==> config.mk <==
export PLATFORM = sky130hd
export DESIGN_NAME = cdb_arbiter
export DESIGN_NICKNAME = d
export VERILOG_FILES = /design/src/rtl/tomasulo_pkg.sv /design/src/rtl/rr_pick.sv /design/src/rtl/cdb_arbiter.sv
export SDC_FILE = /design/constraint.sdc
export NUM_CORES = 1
export LEC_CHECK = 0
export ABC_AREA = 1
export ABC_CLOCK_PERIOD_IN_PS = 3250
export BUFFER_PORTS_ARGS = -buffer_cell sky130_fd_sc_hd__buf_2
export CAP_MARGIN = 0
export CORE_UTILIZATION = 42
export CTS_CLUSTER_SIZE = 40
export DETAILED_ROUTE_END_ITERATION = 10
export GPL_TIMING_DRIVEN = 0
export PLACE_DENSITY_LB_ADDON = 0.2
export RECOVER_POWER = 100
export SLEW_MARGIN = 20
export SYNTH_ARGS = -nofsm -noshare
export SYNTH_HDL_FRONTEND = slang
export SYNTH_SLANG_ARGS = --single-unit
==> constraint.sdc <==
create_clock -name clk -period 3.25 [get_ports clk]
set_input_delay 0.1625 -clock clk [delete_from_list [all_inputs] [get_ports clk]]
set_output_delay 0.1625 -clock clk [all_outputs]
set_load 0.05 [all_outputs]
==> src/rtl/tomasulo_pkg.sv <==
// Shared Tomasulo definitions: producer tags, requester indices and default widths.
// Used by the CDB arbiter and its round-robin picker.
package tomasulo_pkg;

  localparam int NUM_REQ_DEF   = 6;
  localparam int DATA_W_DEF    = 32;
  localparam int TAG_W_DEF     = 4;
  localparam int ROB_IDX_W_DEF = 3;
  localparam int ROB_DEPTH     = 8;

  localparam logic [TAG_W_DEF-1:0] TAG_NONE    = 4'd0;
  localparam logic [TAG_W_DEF-1:0] TAG_LS_BASE = 4'd1;
  localparam logic [TAG_W_DEF-1:0] TAG_ADD1    = 4'd7;
  localparam logic [TAG_W_DEF-1:0] TAG_ADD2    = 4'd8;
  localparam logic [TAG_W_DEF-1:0] TAG_ADD3    = 4'd9;
  localparam logic [TAG_W_DEF-1:0] TAG_MULT1   = 4'd10;
  localparam logic [TAG_W_DEF-1:0] TAG_MULT2   = 4'd11;

  localparam int REQ_LS    = 0;
  localparam int REQ_ADD1  = 1;
  localparam int REQ_ADD2  = 2;
  localparam int REQ_ADD3  = 3;
  localparam int REQ_MULT1 = 4;
  localparam int REQ_MULT2 = 5;

endpackage

==> src/rtl/rr_pick.sv <==
// Combinational rotate-priority picker: first set bit of mask_i at or after start_i
// (wrapping modulo N), returned one-hot together with a found flag.
module rr_pick #(
  parameter int N     = 6,
  parameter int PTR_W = (N > 1) ? $clog2(N) : 1
) (
  input  logic [N-1:0]     mask_i,
  input  logic [PTR_W-1:0] start_i,
  output logic [N-1:0]     onehot_o,
  output logic             found_o
);

  logic [PTR_W-1:0] idx;

  always_comb begin
    onehot_o = '0;
    found_o  = 1'b0;
    idx      = '0;
    for (int k = 0; k < N; k++) begin
      idx = PTR_W'((int'(start_i) + k) % N);
      if (!found_o && mask_i[idx]) begin
        onehot_o[idx] = 1'b1;
        found_o       = 1'b1;
      end
    end
  end

endmodule

==> src/rtl/cdb_arbiter.sv <==
// Common data bus arbiter: one-hot valid/ready grant, registered broadcast, conflict flag.
// Define CDB_OLDEST_FIRST_EN for oldest-ROB-entry-first selection (round-robin tie-break).
module cdb_arbiter
  import tomasulo_pkg::*;
#(
  parameter int NUM_REQ   = NUM_REQ_DEF,
  parameter int DATA_W    = DATA_W_DEF,
  parameter int TAG_W     = TAG_W_DEF,
  parameter int ROB_IDX_W = ROB_IDX_W_DEF
) (
  input  logic                          clk,
  input  logic                          rst_n,
  input  logic                          flush,
  input  logic [NUM_REQ-1:0]            req_valid,
  input  logic [NUM_REQ*TAG_W-1:0]      req_tag,
  input  logic [NUM_REQ*DATA_W-1:0]     req_data,
  input  logic [NUM_REQ*ROB_IDX_W-1:0]  req_rob,
  output logic [NUM_REQ-1:0]            req_ready,
  input  logic [ROB_IDX_W-1:0]          rob_head,
  output logic                          cdb_valid,
  output logic [TAG_W-1:0]              cdb_tag,
  output logic [DATA_W-1:0]             cdb_data,
  output logic [ROB_IDX_W-1:0]          cdb_rob_idx,
  output logic                          cdb_conflict
);

  localparam int PTR_W = (NUM_REQ > 1) ? $clog2(NUM_REQ) : 1;

  logic [PTR_W-1:0]     rr_ptr_q, rr_ptr_d;
  logic                 cdb_valid_q;
  logic [TAG_W-1:0]     cdb_tag_q;
  logic [DATA_W-1:0]    cdb_data_q;
  logic [ROB_IDX_W-1:0] cdb_rob_q;
  logic                 conflict_q, conflict_d;

  logic [NUM_REQ-1:0]   pick_mask;
  logic [NUM_REQ-1:0]   pick_onehot;
  logic                 pick_found;
  logic [NUM_REQ-1:0]   grant;

`ifdef CDB_OLDEST_FIRST_EN
  logic [ROB_IDX_W-1:0] age [NUM_REQ];
  logic [ROB_IDX_W-1:0] min_age;

  // Age is the modular distance from the ROB head; wrap-around is intentional.
  generate
    for (genvar gi = 0; gi < NUM_REQ; gi++) begin : g_age
      assign age[gi] = req_rob[gi*ROB_IDX_W +: ROB_IDX_W] - rob_head;
    end
  endgenerate

  always_comb begin
    min_age = '1;
    for (int i = 0; i < NUM_REQ; i++) begin
      if (req_valid[i] && (age[i] < min_age)) min_age = age[i];
    end
  end

  always_comb begin
    pick_mask = '0;
    for (int i = 0; i < NUM_REQ; i++) begin
      pick_mask[i] = req_valid[i] && (age[i] == min_age);
    end
  end
`else
  logic unused_rob_head;
  assign unused_rob_head = ^rob_head;
  assign pick_mask       = req_valid;
`endif

  rr_pick #(
    .N     (NUM_REQ),
    .PTR_W (PTR_W)
  ) u_rr_pick (
    .mask_i   (pick_mask),
    .start_i  (rr_ptr_q),
    .onehot_o (pick_onehot),
    .found_o  (pick_found)
  );

  assign grant     = (rst_n && !flush && pick_found) ? pick_onehot : '0;
  assign req_ready = grant;

  // One-hot grant: OR-reduce the selected slices instead of building a priority mux.
  logic [TAG_W-1:0]     tag_sel;
  logic [DATA_W-1:0]    data_sel;
  logic [ROB_IDX_W-1:0] rob_sel;
  logic [PTR_W-1:0]     win_idx;

  always_comb begin
    tag_sel  = '0;
    data_sel = '0;
    rob_sel  = '0;
    win_idx  = '0;
    for (int i = 0; i < NUM_REQ; i++) begin
      if (grant[i]) begin
        tag_sel  = tag_sel  | req_tag[i*TAG_W +: TAG_W];
        data_sel = data_sel | req_data[i*DATA_W +: DATA_W];
        rob_sel  = rob_sel  | req_rob[i*ROB_IDX_W +: ROB_IDX_W];
        win_idx  = win_idx  | PTR_W'(i);
      end
    end
  end

  always_comb begin
    rr_ptr_d = rr_ptr_q;
    if (flush) begin
      rr_ptr_d = '0;
    end else if (|grant) begin
      rr_ptr_d = (win_idx == PTR_W'(NUM_REQ - 1)) ? '0 : win_idx + PTR_W'(1);
    end
  end

  assign conflict_d = ($countones(req_valid) > 1);

  always_ff @(posedge clk) begin
    if (!rst_n) begin
      rr_ptr_q    <= '0;
      cdb_valid_q <= 1'b0;
      cdb_tag_q   <= '0;
      cdb_data_q  <= '0;
      cdb_rob_q   <= '0;
      conflict_q  <= 1'b0;
    end else begin
      rr_ptr_q    <= rr_ptr_d;
      cdb_valid_q <= |grant;
      conflict_q  <= conflict_d;
      if (|grant) begin
        cdb_tag_q  <= tag_sel;
        cdb_data_q <= data_sel;
        cdb_rob_q  <= rob_sel;
      end
    end
  end

  assign cdb_valid    = cdb_valid_q;
  assign cdb_tag      = cdb_tag_q;
  assign cdb_data     = cdb_data_q;
  assign cdb_rob_idx  = cdb_rob_q;
  assign cdb_conflict = conflict_q;

endmodule

# Yosys cells after proc, flatten, opt, wreduce, memory -nomap -nowiden
# Cells that the tools add are included.
# word_totals
elab_cells,140
in_bits,246
ff_bits,44
out_inout_bits,47
# classes
n_lt_le_gt_ge,13
n_eq_ne,1
n_bitwise,21
n_reduce_logical,21
div_mod_pow,6
n_mux,61
addsub,11
# ops
op,n
$mux W32,6
$mod A32 B4 Y32 const B,5
$or A32 B32 Y32,5
$mux W6,7
$mod A4 B4 Y32 const B,1
$or A6 B6 Y6,5
$mux W3,9
$lt A3 B4 Y1 const B,6
$mux W4,6
$or A4 B4 Y4,5
$mux W1,19
$bmux W1 S3,6
$demux W1 S3,6
$ge A3 B1 Y1 const B,6
$or A3 B3 Y3,5
$logic_and A1 B1 Y1,13
$add A3 B2 Y4 const B,2
$add A3 B3 Y4 const B,2
$add A1 B1 Y2,3
$logic_not A1 Y1,6
$reduce_or A6 Y1,1
$add A3 B1 Y4 const B,1
$add A3 B2 Y4,1
$gt A4 B1 Y1 const B,1
other kinds (6),7

# Logic depth before layout (Yosys ltp)
# logic_depth
word_depth,32
depth_mapped,33
ltp_nobuf,31

# Hierarchy
# A second synthesis with hierarchy kept.
# unflattened
hier_cells,1102
hier_area_um2,5549.1
# by_module_without_submodules
module,seq_area_each_um2,n_inst,cells_each,area_per_inst_um2
cdb_arbiter,880.8,1,871,4330.4
rr_pick,0.0,1,231,1218.7

# Worst setup path before layout
# OpenSTA, ideal clock, no wires.
# synth_path
kind,register -> register
from,reg rr_ptr_q[0]
to,"reg cdb_data_q[0], in the netlist cdb_data[0]"
arrival_time_ps,3450
synth_period_minus_slack_ps,3514
stages_incl_launch_ff,31
required_ps,3186
n_path_buf,2
setup_ps,64
setup_slack_ps,-264
path_cell_list,dfxtp_1 > inv_1 > buf_2 > ha_1 > nand2_1 > nand2_2 > ha_1 > nor2_1 > nand2_1 > nand2_1 > nand3_1 > nand2_2 > nand2_1 > nor2_1 > inv_1 > nand2_2 > inv_1 > nor2_2 > nand2_1 > nand2_1 > nand2_1 > nand3_2 > nand2_2 > inv_2 > buf_2 > nand2_1 > nand2_1 > clkinv_1 > nand2_1 > nor2_1 > nor2_1
# synth_between
elab_cells_between_ends,94
cone_classes,add/sub: 5; div: 6; order compare: 12; mux: 43; bitwise: 10; reduce/logical: 18
# synth_lines
item,line_no,rtl
"start, declared",cdb_arbiter.sv:29,"logic [PTR_W-1:0] rr_ptr_q, rr_ptr_d;"
"start signal, assigned",cdb_arbiter.sv:125,rr_ptr_q <= rr_ptr_d;
branches (longest 20 deep; another with $mod A32 B4 Y32),-,
$mux W6 *,cdb_arbiter.sv:81,assign grant = (rst_n && !flush && pick_found) ? pick_onehot : '0;
via req_ready[4],cdb_arbiter.sv:18,"output logic [NUM_REQ-1:0] req_ready,"
$mux W32,cdb_arbiter.sv:96,if (grant[i]) begin
$or A32 B32 Y32,cdb_arbiter.sv:98,data_sel = data_sel | req_data[i*DATA_W +: DATA_W];
$mux W32,cdb_arbiter.sv:96,
"end signal, assigned",cdb_arbiter.sv:130,cdb_data_q <= data_sel;
"end, declared",cdb_arbiter.sv:32,logic [DATA_W-1:0] cdb_data_q;
# Mark *: on every way through the listed nets, which the timed path passes. The select of a mux whose other input is x is not followed.
# A chain may end at the register's enable or synchronous reset.

# Worst setup path after layout
# layout_path
from,reg rr_ptr_q[1]
to,"reg cdb_data_q[17], in the netlist cdb_data[17]"
# layout_between
elab_chain_cells,32
elab_cells_between_ends,94
cone_classes,add/sub: 5; div: 6; order compare: 12; mux: 43; bitwise: 10; reduce/logical: 18
# layout_lines
item,line_no
branches (longest 20 deep; another with $mod A32 B4 Y32),-
$mux W6 *,cdb_arbiter.sv:81
$mux W32,cdb_arbiter.sv:96
$or A32 B32 Y32,cdb_arbiter.sv:98
$mux W32,cdb_arbiter.sv:96
$or A32 B32 Y32,cdb_arbiter.sv:98
$mux W32,cdb_arbiter.sv:96
$or A32 B32 Y32,cdb_arbiter.sv:98
$mux W32,cdb_arbiter.sv:96
$or A32 B32 Y32,cdb_arbiter.sv:98
$mux W32,cdb_arbiter.sv:96
$or A32 B32 Y32,cdb_arbiter.sv:98
$mux W32,cdb_arbiter.sv:96
# Mark *: on every way between the ends. The select of a mux whose other input is x is not followed.

==> impl_metrics.py <==
metrics = {
    "routing": {
        "drt_iter0_drc": 924,
        "met1_length_um": 10500,
        "drc": 0,
        "routed_wl_um": 28400,
        "antenna_left": 0,
        "vias": 8567,
        "vias_per_cell": 5.52,
        "dr_wl_met2_um": 13200,
        "wl_per_cell_um": 18.3,
        "top_layer": "met4",
        "drt_first_pass_iters": 6,
        "met3_length_um": 2960,
    },
    "sta": {
        "fin_crit_sh": 1.17,
        "setup_viol": 49,
        "hold_viol_final": 0,
        "tns_ns": -22.83,
        "fmax_ghz": 0.262,
        "grt_setup_unrepaired": "yes",
        "fin_skew_ns": 0.00570,
        "slew_violations": 0,
        "period_needed_ns": 3.82,
        "maxSlewHeadroom": 0.527,
        "whs_ns": 0.221,
        "finalWorstSetupSlack_ns": -0.568,
        "worst_pin_slew_ns": 0.712,
    },
    "cells_and_area": {
        "layoutNonFillerInstCount": 1552,
        "antennaDiodeCount": 0,
        "synthToLayoutAreaGrowth_pct": 71.7,
        "nets": 1642,
        "layout-drive-gt1-share": 0.387,
        "fin_area_um2": 9080,
    },
    "placement": {
        "place_inst": 1465,
        "portBuffers": 289,
        "gp_congestion": 0.915,
        "dpl.hpwl_um": 17800,
        "placed_cell_area_um2": 6960,
    },
    "worst_setup_path": {
        "critPathCaptureType": "flop",
        "required_ns": 3.44,
        "start_kind": "flop",
        "crit_path_max_fanout": 10,
        "max_stage_delay_ns": 0.37,
        "crit_top_cell": "nand2_1",
        "worst_path_max_delay_cell": "dfxtp_4",
        "crit_arrival_ns": 4.00,
        "crit_type": "reg -> reg",
    },
    "yosys": {
        "synth-main-ff-cell": "dfxtp_1",
        "synth-warning-count": 0,
        "syn_nets": 1267,
        "syn-cell-area_um2": 5290,
        "synth_cell_types": 35,
        "ys_async_sr_fraction": 0,
        "synth_cells": 1008,
        "syn_avg_cell_area_um2": 5.25,
        "synth_edf_count": 0,
        "seq_area_frac_synth": 0.167,
        "synth-seq-cells": 44,
    },
    "power_and_ir_drop": {
        "pwr-share-seq": 0.068,
        "p_sw_w": 0.00681,
        "clkPwrFrac": 0.051,
        "swShare": 0.565,
        "intPower_w": 0.00523,
        "power_leakage_nw": 5.06,
        "p_per_area_nw_per_um2": 1330,
        "ir_drop_uv": 708,
        "pwr-share-comb": 0.881,
    },
    "job": {
        "maxCapViolations": 0,
    },
    "grt": {
        "grt_pass1_vias": 7585,
        "overflow": 0,
        "grt.total_usage": 0.380,
        "grt_pass1_wl_um": 38300,
        "grt_max_degree": 15,
        "antenna_found_initial": 0,
    },
    "clock_tree": {
        "clkSlewWorstSetupHoldPaths_ns": 0.07,
        "clkSinkCount": 44,
        "worstSkewPairLatency_ns": 0.29,
        "h-tree-depth": 2,
        "cts_tree": "done",
        "numCtsBuffers": 5,
        "cts-root-buf": "clkbuf_16",
        "cts_buffer_depth": 2,
    },
    "floorplan": {
        "die-width_um": 114,
        "num_rows": 40,
        "die_height_um": 114,
        "ioPinCount": 293,
        "coreArea_um2": 12200,
        "die_area_um2": 13000,
        "start_util": 0.435,
    },
    "run_status": {
        "violations": "negative setup slack",
        "status": "finished with violations",
    },
    "min_path": {
        "min_path_type": "in -> reg",
    },
}
==> state kept, by name (all words and copies together) (netlist names) <==
register,cells
cdb_rob_idx,3
rr_ptr_q,3
cdb_valid,1
cdb_data,32
cdb_tag,4
cdb_conflict,1
==> stage by stage <==
step                      power, W  setup WS [ns]   util
final                       0.0120         -0.568  0.746
after global routing        0.0126         -0.629  0.746
after CTS                   0.0102         -0.139  0.698
after detailed placement   0.00751         -0.852  0.573
after global placement     0.00746         -0.819  0.573
after floorplan            0.00573         0.0179      -
==> power by group through the flow <==
stage,registers (W),logic [W],clock network [W]
detailed placement,0.000818,0.00670,0
global route,0.000830,0.0112,0.000635
CTS,0.000798,0.00876,0.000610
global placement,0.000813,0.00664,0
finish,0.000819,0.0106,0.000618
floorplan,0.00122,0.00451,0
==> cells by family (layout without fill, tap and decap cells) <==
logic type	Yosys count	in the layout	synth area share
AO/OA/AOI/OAI	16	16	0.0173
buffers and inverters	148	524	0.123
flip-flops	44	44	0.167
adder cells (fa/ha/maj)	13	13	0.0350
AND/OR/NAND/NOR	787	787	0.658
==> cells in the final DEF (no fill, tap or decap), types with 4 or more instances in the layout <==
| master | n |
|---|---|
| buf_6 | 30 |
| nand3_2 | 14 |
| inv_4 | 5 |
| nand3_4 | 5 |
| buf_4 | 58 |
| buf_12 | 17 |
| nand3_1 | 174 |
| buf_2 | 246 |
| clkinv_1 | 6 |
| nand3b_1 | 41 |
| nand2_2 | 28 |
| nand4_1 | 12 |
| clkbuf_16 | 8 |
| o21ai_0 | 4 |
| nor2_2 | 15 |
| nor2_4 | 25 |
| ha_4 | 6 |
| dfxtp_1 | 41 |
| buf_16 | 5 |
| inv_1 | 60 |
| nand2_4 | 16 |
| inv_2 | 11 |
| clkbuf_1 | 45 |
| buf_8 | 15 |
| nor2_1 | 122 |
| clkbuf_2 | 4 |
| nand2_1 | 325 |
==> metal layers <==
metal | vias up | track usage
met1 | 3872 | 0.444
li1 | 3930 | -
met3 | 160 | 0.0635
met2 | 605 | 0.676
met4 | 0 | 0.177
met5 | - | 0
==> cell type report <==
class / count / area [um2]
Buffer: 56 / 613
Clock buffer: 6 / 139
Clock inverter: 2 / 38.8
Fill cell: 1057 / 3090
Inverter: 89 / 392
Multi-Input combinational cell: 816 / 4400
Sequential cell: 44 / 892
Tap cell: 168 / 210
Timing Repair Buffer: 371 / 2390
==> worst max-delay path: cells and delay by family, from the launching register on <==
kind	cells	cell delay [ns]
adders and majority gates	2	0.39
buffers and inverters	8	0.91
DFF	1	0.37
and+or+nand+nor	15	2.01
==> cell usage after synthesis (2+ instances only) <==
cell type / instances / area [um2]
nand2_2: 7 / 43.8
nor2_2: 2 / 12.5
nor2_4: 2 / 22.5
nand4_1: 12 / 75.1
buf_6: 5 / 56.3
inv_1: 71 / 267
fa_1: 3 / 60.1
nand3_1: 189 / 946
ha_1: 10 / 125
a21oi_1: 3 / 15.0
nand3b_1: 41 / 308
nand2_1: 364 / 1370
dfxtp_1: 44 / 881
nor2_1: 158 / 593
inv_2: 10 / 37.5
buf_4: 2 / 15.0
buf_2: 36 / 180
clkinv_1: 7 / 26.3
buf_1: 6 / 22.5
o21ai_1: 5 / 25.0
o211ai_1: 2 / 15.0
o21ai_0: 4 / 20.0
nand3_2: 4 / 40.0
clkbuf_1: 10 / 37.5
==> final timing paths <==
| path | start | endpoint | slack (ns) | depth (start not counted) |
|---|---|---|---|---|
| worst max-delay path | rr_ptr_q[1]$_SDFFE_PP0P_ | cdb_data[17]$_SDFFE_PN0P_ | -0.57 | 25 |
| worst min-delay path | flush | rr_ptr_q[1]$_SDFFE_PP0P_ | 0.22 | 4 |
| worst max register to register | rr_ptr_q[1]$_SDFFE_PP0P_ | cdb_data[17]$_SDFFE_PN0P_ | -0.57 | 25 |
| worst min register to register | cdb_data[14]$_SDFFE_PN0P_ | cdb_data[14]$_SDFFE_PN0P_ | 0.57 | 3 |
==> repair_timing <==
item | 4_1_cts | 5_1_grt
hold buffers | 0 | 0
endpoints found under the hold margin | 0 | 0
gates cloned | 8 | 3
pin swaps | 42 | 74
resized for setup | 204 | 139
setup buffers | 54 | 19
setup endpoints to repair | 49 | 49
Note: power is estimated with default switching activity, not from simulation.
